`config.mk`:
```
export PLATFORM = sky130hd
export DESIGN_NAME = fetch_ifid_stage
export DESIGN_NICKNAME = d
export VERILOG_FILES = /design/src/rtl/fetch_ifid_stage.sv
export SDC_FILE = /design/constraint.sdc
export NUM_CORES = 1
export LEC_CHECK = 0
export ABC_CLOCK_PERIOD_IN_PS = 2920
export BUFFER_PORTS_ARGS = -buffer_cell sky130_fd_sc_hd__buf_2
export CORE_MARGIN = 8
export CORE_UTILIZATION = 56
export DETAILED_ROUTE_END_ITERATION = 8
export GPL_TIMING_DRIVEN = 1
export HOLD_SLACK_MARGIN = 0.02
export PLACE_DENSITY_LB_ADDON = 0.3
export SETUP_SLACK_MARGIN = 0.15
export SLEW_MARGIN = 20
export SYNTH_ARGS = -nofsm -noshare
export SYNTH_HDL_FRONTEND = slang
export SYNTH_SLANG_ARGS = --single-unit
```
`constraint.sdc`:
```
create_clock -name clk -period 2.92 [get_ports clk]
set_input_delay 0.146 -clock clk [delete_from_list [all_inputs] [get_ports clk]]
set_output_delay 0.146 -clock clk [all_outputs]
set_load 0.02 [all_outputs]
```
`src/rtl/fetch_ifid_stage.sv`:
```
// Purpose : instruction fetch (PC + imem req/ack) feeding the IF/ID register of the decoder.
// Latency : a word acked in cycle N is on id_* after edge N+1; zero-wait memory sustains 1 instr/clk.
// Backpressure: id_stall with a valid IF/ID slot parks one acked word in a skid entry and drops imem_req.
// Ports   : clk/rst (async active-low); imem_req/imem_addr/imem_ack/imem_rdata fetch handshake;
//           id_stall from ID; redirect_valid/redirect_pc flush+refetch; id_Instruction/id_pc4/id_valid out.
module fetch_ifid_stage #(
  parameter int                I_SIZE   = 32,
  parameter int                ADDR_W   = 32,
  parameter logic [ADDR_W-1:0] RESET_PC = '0
) (
  input  logic              clk,
  input  logic              rst,
  output logic              imem_req,
  output logic [ADDR_W-1:0] imem_addr,
  input  logic              imem_ack,
  input  logic [I_SIZE-1:0] imem_rdata,
  input  logic              id_stall,
  input  logic              redirect_valid,
  input  logic [ADDR_W-1:0] redirect_pc,
  output logic [I_SIZE-1:0] id_Instruction,
  output logic [ADDR_W-1:0] id_pc4,
  output logic              id_valid
);

  localparam logic [1:0] S_IDLE = 2'd0;
  localparam logic [1:0] S_RUN  = 2'd1;
  localparam logic [1:0] S_SKID = 2'd2;
  localparam logic [1:0] S_DROP = 2'd3;

  localparam logic [ADDR_W-1:0] WORD_BYTES = ADDR_W'(4);
  localparam logic [ADDR_W-1:0] ALIGN_MASK = ~ADDR_W'(3);

  logic [1:0]        state;
  logic [ADDR_W-1:0] pc;
  logic [ADDR_W-1:0] drop_addr;   // address of the in-flight request being discarded
  logic [I_SIZE-1:0] skid_instr;
  logic [ADDR_W-1:0] skid_pc4;

  logic              slot_free;
  logic [ADDR_W-1:0] pc_plus4;
  logic [ADDR_W-1:0] redirect_target;

  // The request must stay on its original address in DROP until the memory
  // answers, even though pc already points at the redirect target.
  assign imem_req        = (state == S_RUN) || (state == S_DROP);
  assign imem_addr       = (state == S_DROP) ? drop_addr : pc;
  assign slot_free       = !id_valid || !id_stall;
  assign pc_plus4        = pc + WORD_BYTES;
  assign redirect_target = redirect_pc & ALIGN_MASK;

  always_ff @(posedge clk or negedge rst) begin
    if (!rst) begin
      state          <= S_IDLE;
      pc             <= RESET_PC;
      drop_addr      <= RESET_PC;
      skid_instr     <= '0;
      skid_pc4       <= '0;
      id_Instruction <= '0;
      id_pc4         <= '0;
      id_valid       <= 1'b0;
    end else if (redirect_valid && (state != S_IDLE)) begin
      // Flush wins over stall; the skid entry is implicitly emptied by leaving SKID.
      pc             <= redirect_target;
      id_valid       <= 1'b0;
      id_Instruction <= '0;
      if (imem_req && !imem_ack) begin
        state <= S_DROP;
        // A second redirect while already dropping must keep the original address.
        if (state != S_DROP) drop_addr <= pc;
      end else begin
        state <= S_RUN;
      end
    end else begin
      case (state)
        S_IDLE: state <= S_RUN;
        S_RUN: begin
          if (imem_ack) begin
            pc <= pc_plus4;
            if (slot_free) begin
              id_Instruction <= imem_rdata;
              id_pc4         <= pc_plus4;
              id_valid       <= 1'b1;
            end else begin
              skid_instr <= imem_rdata;
              skid_pc4   <= pc_plus4;
              state      <= S_SKID;
            end
          end else if (slot_free) begin
            id_valid <= 1'b0;
          end
        end
        S_SKID: begin
          // id_valid is always 1 here, so slot_free reduces to !id_stall.
          if (slot_free) begin
            id_Instruction <= skid_instr;
            id_pc4         <= skid_pc4;
            id_valid       <= 1'b1;
            state          <= S_RUN;
          end
        end
        default: begin  // S_DROP
          if (slot_free) id_valid <= 1'b0;
          if (imem_ack)  state    <= S_RUN;
        end
      endcase
    end
  end

endmodule

```
==> qor.txt, run 1 <==
M3 GR Usage - 5.77%
RSZ-0062 raised after global routing - no
Hold Path Class - primary input to flip-flop
hold_sp - redirect_pc[9]
antenna violations before repair - 4
Net Sw Frac - 41.2%
endpoint class of the critical path - flip-flop
maximum fanout along the worst path - 58
layout cell share with drive strength beyond 1 - 29.6%
FF/Latch Area - 0.00468 sq mm
number of flops mapped to enable cells by yosys - 0
final std cells w/o fill - 1295
setup TNS - 0 ps
HPWL Detailed - 16000 um
DRT antenna net count - 0
number of global-route vias before repair - 7301
die width - 145 um
Max Slew Vio Count - 0
final setup violating endpoints - 0
DR vias - 7370
CTS Buf Count - 17
Pwr Density - 1050 mW/mm^2
critical-path cell list - inv_1 -> ha_4 -> a31oi_1 -> o211ai_1 -> buf_12 -> or2_2 -> o221ai_1
CTS tree - done
Post-Syn Area - 0.00928 sq mm
GRT Util Overall - 22.9%
WP data required - 3210 ps
beginning of the critical path - state[0]
worst skew pair latency - 430 ps
routed length per instance - 18.1 um
Pleak - 5.00 nW
status - complete, no violations
final wirelength - 23400 um
synth warn - 0
post-CTS sizing - 0
post-CTS setup buffers - 0
relative slew slack - 40.3%
die footprint - 0.0210 sq mm
gpl congestion - 0.907
Netlist cell types - 55
Worst-path clk slew - 70 ps
asr flop ratio synth - 100%
Psw - 4.87 mW
Most used DFF post-synth - dfrtp_1
synth top area cells - dfrtp_1 50%, mux2_2 11%, nand2_1 5.8%
Clock power frac - 18.7%
met1 usage - 29.1%
Yosys reg bits - 187
clock buffer depth - 2
DR pass1 iterations - 5
Port Buffer Count - 160
GRT overflow - 0
fillers - 1263
Core ar. - 0.0164 sq mm
initial DRC count - 430
Worst R2R Start - state[0]
# nets final - 1137
Worst path max stage delay - 480 ps
final hold vios - 0
H-tree depth - 4
Synth Instances - 903
GRT Max-Usage Layer - met2
multi-input combinational cell area - 0.00426 sq mm
slowest CP cell - dfrtp_1
max_cap viols - 0
VDD IR max - 0.522 mV
largest net degree at the start of global routing - 85
global-route wire length before repair - 37700 um
cell internal pwr - 6.96 mW
Vias per Instance - 5.69
skew final - 12.4 ps
dpl cells - 1223
met2 Use GR - 37.4%
Layout area overhead - 21.1%
Worst EP arrival - 2790 ps
total clock sinks - 187
Hold-fix buffers, CTS - 39
Initial Utilization - 56.6%
Synth top area share - 50.4%
sequential share of power - 39.2%
critical path class - flip-flop to flip-flop
fmax - 400 MHz
DRC - 0
Seq/Total Area, Yosys - 50.4%
Syn Area/Cell - 10.3 sq um
area leader, netlist - dfrtp_1
DIE HEIGHT - 145 um
post-layout minimum cycle time - 2500 ps
Root Buffer - clkbuf_16
post-route clock period utilization - 85.6%
standard-cell row count - 47
Gate power share - 42.1%
IO Pins - 167
CP Launch Type - flip-flop
worst slew pin tran - 895 ps
## critical path, delay by kind of cell (launching register included)
family / cells / cell delay [ps]
and+or+nand+nor: 1 / 320
buffers and inverters: 2 / 500
AOI/OAI and AO/OA: 3 / 620
adders and majority gates: 1 / 400
DFF: 1 / 480
## area by class of cell
cell class / count / area share (%)
sequential: 187 / 41.6
multi-input combinational: 623 / 37.9
timing repair buffer: 220 / 12.6
clock buffer: 20 / 3.97
tap: 220 / 2.45
clock inverter: 12 / 1.01
inverter: 12 / 0.401
antenna: 1 / 0.0223
## state kept, by name (all words and copies together) (netlist names)
signal / flops
state: 2
drop_addr: 30
skid_pc4: 30
skid_instr: 32
id_pc4: 30
pc: 30
id_valid: 1
id_Instruction: 32
## cells in the final DEF, fill, tap and decap left out, drive strengths merged, types with 13 or more instances in the layout
master / n
dfrtp: 187
buf: 181
nand2: 144
mux2: 94
o21ai: 70
dlygate4sd3: 39
mux2i: 38
o31ai: 38
a21oi: 32
nor2: 28
clkbuf: 20
nand3: 19
nor3: 16
inv: 15
xnor2: 13
## per-stage QoR
stage / util [%] / setup slack (ps) / instance area (sq um) / power [mW] / hold WS (ps)
6_report: 68.5 / 419 / 11200 / 11.8 / 49.4
3_3_place_gp: 62.7 / 444 / 10300 / 9.44 / 155
2_1_floorplan: - / 727 / 9290 / 7.94 / -150
4_1_cts: 68.5 / 407 / 11200 / 11.9 / 33.9
5_1_grt: 68.5 / 215 / 11200 / 12.6 / 61.3
3_5_place_dp: 62.7 / 403 / 10300 / 9.62 / 156
## synth_stat cells, types with 3 or more instances
cell       count
nor2b_1        3
a21boi_0       3
o31ai_1       38
xnor2_1       13
a22oi_1        4
buf_2         12
clkbuf_1      58
o22ai_1       10
o21ai_0       69
a21oi_1       32
xor2_1        11
buf_1          7
buf_4          5
nand2_1      143
dfrtp_1      187
and3_1         7
inv_1         12
nand4_1       11
a2bb2oi_1     12
nor2_1        28
mux2_2        94
ha_1           7
and4_1         6
a31oi_1        4
nand3_1       18
mux2i_1       38
nor4_1        11
o221ai_1      12
nor3_1        15
## kinds of logic (layout without fill, tap and decap cells)
family                   count (synthesis)  after routing  synth area share [%]
XOR/XNOR                                24             24                  2.26
adder cells (fa/ha/maj)                  7              7                 0.943
multiplexers                           132            132                  15.5
buffers and inverters                   96            264                  4.27
AO/OA/AOI/OAI                          197            197                  13.6
flip-flops                             187            187                  50.4
AND/OR/NAND/NOR                        259            259                  13.0
other                                    1              5                0.0404
## power groups by stage
stage	Clock [mW]	Combinational [mW]	Sequential [mW]
detailed placement	0	4.96	4.65
finish	2.21	4.98	4.63
global placement	0	4.86	4.58
floorplan	0	3.18	4.76
global route	2.34	5.45	4.78
CTS	2.25	5.02	4.62
## layer usage
metal	vias up	share of wire (%)
met5	-	0.12
met4	6	1.7
met3	33	7.0
met2	191	48
met1	3593	43
li1	3547	-
## worst paths after layout
check                                endpoint  slack (ps)  cells after the start
max                                id_pc4[29]         420                      7
min                                     pc[9]          50                      3
max reg2reg                        id_pc4[29]         420                      7
min reg2reg                        id_pc4[16]         470                      2
max in group asynchronous  id_Instruction[14]        1820                      3
min in group asynchronous         skid_pc4[6]         260                      2
No activity file was read; power rests on OpenSTA's default activity.
==> inputs of run 2 (changes only) <==
--- a/config.mk
+++ b/config.mk
@@ -5,7 +5,7 @@
 export SDC_FILE = /design/constraint.sdc
 export NUM_CORES = 1
 export LEC_CHECK = 0
-export ABC_CLOCK_PERIOD_IN_PS = 2920
+export ABC_CLOCK_PERIOD_IN_PS = 2750
 export BUFFER_PORTS_ARGS = -buffer_cell sky130_fd_sc_hd__buf_2
 export CORE_MARGIN = 8
 export CORE_UTILIZATION = 56
==> constraint.sdc (replaced) <==
create_clock -name clk -period 2.75 [get_ports clk]
set_input_delay 0.1375 -clock clk [delete_from_list [all_inputs] [get_ports clk]]
set_output_delay 0.1375 -clock clk [all_outputs]
set_load 0.02 [all_outputs]
==> qor.txt, run 2 (synthesis gave the netlist of run 1 again) <==
status - complete, no violations
initial DRC count - 467
Port Buffer Count - 160
CTS Buf Count - 17
met3 routed WL - 1870 um
Layout area overhead - 21.8%
dpl cells - 1224
HPWL Detailed - 16000 um
total clock sinks - 187
Max Slew Vio Count - 0
GRT overflow - 0
post-route clock period utilization - 89.6%
WP data required - 3050 ps
fmax - 406 MHz
Pleak - 5.04 nW
CTS tree - done
Root Buffer - clkbuf_16
final hold slack - 39.7 ps
Hold Path Class - primary input to flip-flop
final std cells w/o fill - 1299
reg2reg setup slack - 290 ps
DIE HEIGHT - 145 um
post-route setup slack - 286 ps
fillers - 1286
max_cap viols - 0
most common cell after layout, fill and taps aside - dfrtp_1
RSZ-0062 raised after global routing - no
post-CTS sizing - 0
DRC - 0
final hold vios - 0
power after layout - 12.8 mW
relative slew slack - 37.3%
Core ar. - 0.0164 sq mm
Vias per Instance - 5.73
IO Pins - 167
maximum fanout along the worst path - 10
hold_sp - redirect_pc[30]
gpl congestion - 0.916
final wirelength - 23500 um
clock buffer depth - 2
largest net degree at the start of global routing - 84
# nets final - 1141
antenna violations before repair - 3
setup TNS - 0 ps
final setup violating endpoints - 0
critical path class - flip-flop to flip-flop
DR pass1 iterations - 5
H-tree depth - 4
worst slew pin tran - 940 ps
DR vias - 7437
layout cell share with drive strength beyond 1 - 29.6%
number of global-route vias before repair - 7444
Pwr Density - 1130 mW/mm^2
skew final - 6.72 ps
worst slack at placement - 341 ps
Top Registers - id_Instruction: 32 flops, skid_instr: 32 flops
Worst EP arrival - 2760 ps
Initial Utilization - 56.6%
Worst R2R Start - pc[2]
post-layout minimum cycle time - 2460 ps
standard-cell row count - 47
routed length per instance - 18.1 um
commonest non-fill, non-tap cells in the layout - 187 x dfrtp_1, 159 x buf_2, 143 x nand2_1
die footprint - 0.0210 sq mm
die width - 145 um
met2 wire len - 11100 um
GRT Util Overall - 23.2%
global-route wire length before repair - 38100 um
wl on met1 - 9910 um
worst skew pair latency - 430 ps
Worst-path clk slew - 70 ps
VDD IR max - 0.707 mV
top sig layer - met5
beginning of the critical path - pc[2]
endpoint class of the critical path - flip-flop
CP Launch Type - flip-flop
DRT antenna net count - 0
-- run 2: cell count changes in the layout (fill, tap and decap cells not counted) --
cell | previous run | this run
buf_4 | 16 | 19
bufinv_16 | 1 | 4
clkinv_2 | 2 | 4
clkbuf_1 | 2 | 1
inv_6 | 3 | 0
buf_12 | 5 | 3
clkinvlp_4 | 4 | 2
dlygate4sd3_1 | 39 | 42
diode_2 | 1 | 2
-- run 2: timing repair --
item,CTS,global route
hold buffers,42,0
endpoints found under the hold margin,112,0
buffers inserted,0,0
-- run 2: metal layers --
metal	track usage [%]	vias to the layer above
li1	-	3540
met1	29.4	3593
met2	36.7	259
met3	6.30	43
met4	10.2	2
met5	0	-
-- run 2: per-stage QoR --
step                utilization (%)  area [sq um]
floorplan                         -          9290
global placement               62.6         10300
detailed placement             62.6         10300
CTS                            68.9         11300
global route                   68.9         11300
finish                         68.9         11300
-- run 2: critical path, cell delays in order, from the launching register on --
cell and delay (ps):
dfrtp_1 520, ha_1 340, nand3_1 310, nor4_1 440, nand4_1 250, xor2_1 310, o221ai_1 150
-- run 2: path summary, 6_finish.rpt --
path,end,cells after the start
max in group asynchronous,id_Instruction[31],3
min reg2reg,id_Instruction[20],2
min,pc[30],3
max,id_pc4[26],6
min in group asynchronous,id_pc4[6],2
max reg2reg,id_pc4[26],6
-- run 2: where the power goes --
group,internal (mW),switching (mW)
Clock,1.54,1.04
Sequential,3.94,0.955
Combinational,2.14,3.15
Total,7.62,5.15
-- run 2: layout make-up --
type	instances	area [sq um]	area share, %
flip-flops and latches	187	4680	41.4
clock buffers	19	443	3.92
repair buffers	224	1430	12.6
inverters	12	45.0	0.398
well taps	220	275	2.43
clock inverters	12	173	1.53
diodes	2	5.00	0.0443
multi-input cells	623	4260	37.7
==> inputs of run 3 (changes only) <==
--- a/config.mk
+++ b/config.mk
@@ -5,10 +5,11 @@
 export SDC_FILE = /design/constraint.sdc
 export NUM_CORES = 1
 export LEC_CHECK = 0
-export ABC_CLOCK_PERIOD_IN_PS = 2750
+export ABC_CLOCK_PERIOD_IN_PS = 2400
 export BUFFER_PORTS_ARGS = -buffer_cell sky130_fd_sc_hd__buf_2
 export CORE_MARGIN = 8
-export CORE_UTILIZATION = 56
+export CORE_UTILIZATION = 58
+export CTS_BUF_LIST = sky130_fd_sc_hd__clkbuf_8
 export DETAILED_ROUTE_END_ITERATION = 8
 export GPL_TIMING_DRIVEN = 1
 export HOLD_SLACK_MARGIN = 0.02
==> constraint.sdc (replaced) <==
create_clock -name clk -period 2.4 [get_ports clk]
set_input_delay 0.12 -clock clk [delete_from_list [all_inputs] [get_ports clk]]
set_output_delay 0.12 -clock clk [all_outputs]
set_load 0.02 [all_outputs]
==> qor.txt, run 3 (synthesis gave the netlist of run 1 again) <==
status - complete, no violations
Worst-path clk slew - 90 ps
clock buffer depth - 2
largest net degree at the start of global routing - 84
most common cell after layout, fill and taps aside - dfrtp_1
commonest non-fill, non-tap cells in the layout - 185 x dfrtp_1, 159 x buf_2, 143 x nand2_1
CP Launch Type - flip-flop
worst slew pin tran - 610 ps
Initial Utilization - 58.9%
Core ar. - 0.0158 sq mm
final hold vios - 0
max_cap viols - 0
skew final - 7.00 ps
final wirelength - 24100 um
HPWL Detailed - 15900 um
VDD IR max - 0.660 mV
DR vias - 7596
critical-path cell list - buf_4 -> ha_1 -> buf_12 -> mux2_2 -> buf_2
post-layout minimum cycle time - 2160 ps
final std cells w/o fill - 1326
H-tree depth - 4
Max Slew Vio Count - 0
die footprint - 0.0203 sq mm
CTS tree - done
Hold Path Class - primary input to flip-flop
DR pass1 iterations - 5
power after layout - 14.3 mW
IO Pins - 167
number of global-route vias before repair - 7528
Pwr Density - 1240 mW/mm^2
standard-cell row count - 46
endpoint class of the critical path - output port
total clock sinks - 187
GRT overflow - 0
# nets final - 1173
DRC - 0
fmax - 462 MHz
initial DRC count - 469
post-route clock period utilization - 90.2%
Worst EP arrival - 2040 ps
WP data required - 2280 ps
Layout area overhead - 23.8%
dpl cells - 1234
layout cell share with drive strength beyond 1 - 30.2%
Vias per Instance - 5.73
gpl congestion - 0.949
slowest CP cell - dfrtp_2
maximum fanout along the worst path - 34
worst skew pair latency - 450 ps
critical path class - flip-flop to output port
Root Buffer - clkbuf_8
Worst path max stage delay - 430 ps
die width - 143 um
antenna violations before repair - 3
final setup violating endpoints - 0
global-route wire length before repair - 38500 um
relative slew slack - 58.9%
GRT Util Overall - 23.7%
Pleak - 5.14 nW
final core utilization - 72.8%
Top Registers - id_Instruction: 32 flops, skid_instr: 32 flops
DRT antenna net count - 0
routed length per instance - 18.2 um
CTS Buf Count - 17
RSZ-0062 raised after global routing - no
DIE HEIGHT - 143 um
Port Buffer Count - 160
setup TNS - 0 ps
==> run 3: changes by cell type in the layout (fill, tap and decap cells not counted), sizes merged <==
cell,before,now
dlygate4sd3,42,58
buf,182,196
clkinv,6,2
inv,12,16
clkbuf,19,21
clkinvlp,2,0
bufinv,4,5
==> run 3: where the power goes <==
group / internal, mW / total [mW] / leakage, nW / switching, mW
Sequential: 4.51 / 5.57 / 2.31 / 1.05
Combinational: 2.64 / 6.36 / 2.60 / 3.72
Clock: 1.27 / 2.33 / 0.237 / 1.06
==> run 3: worst paths after layout <==
| kind | slack (ps) | depth (start not counted) | to | from |
|---|---|---|---|---|
| min in group asynchronous | 210 | 2 | id_pc4[7] | rst |
| min reg2reg | 480 | 2 | id_Instruction[23] | id_Instruction[23] |
| max reg2reg | 250 | 6 | drop_addr[17] | state[1] |
| min | 50 | 3 | pc[5] | redirect_pc[5] |
| max in group asynchronous | 1370 | 3 | id_Instruction[27] | rst |
| max | 240 | 5 | imem_addr[14] | state[1] |
==> run 3: through the flow <==
stage	hold slack (ps)	instance area, sq um	worst slack (ps)
floorplan	-176	9290	207
global placement	141	10400	222
detailed placement	138	10400	157
CTS	25.0	11400	154
global route	37.1	11500	159
finish	47.2	11500	235
==> run 3: per-layer routing <==
| metal | vias up | part of all wire [%] | GRT usage [%] |
|---|---|---|---|
| li1 | 3604 | - | - |
| met1 | 3644 | 42 | 30.2 |
| met2 | 291 | 47 | 36.9 |
| met3 | 55 | 8.3 | 7.25 |
| met4 | 2 | 2.8 | 9.62 |
| met5 | - | 0.033 | 0 |
==> run 3: worst max-delay path: cells and delay by family, from the launching register on <==
kind,cells,cell delay (ps)
adder cells (fa/ha/maj),1,210
multiplexers,1,390
flip-flops,1,430
buffers and inverters,3,570
==> run 3: timing repair <==
| action | CTS | global route |
|---|---|---|
| gates cloned | 0 | 1 |
| pin swaps | 1 | 0 |
| setup buffers | 1 | 0 |
| endpoints found under the setup margin | 33 | 32 |
| hold buffers | 58 | 0 |
| resized for setup | 3 | 6 |
| hold endpoints to repair | 147 | 0 |
==> run 3: layout make-up <==
type | instances | area, sq um
inverter | 12 | 45.0
clock buffer | 19 | 262
tap | 216 | 270
multi-input combinational | 623 | 4270
timing repair buffer | 256 | 1780
antenna | 2 | 5.00
clock inverter | 11 | 179
fill | 1194 | 4280
sequential | 187 | 4680
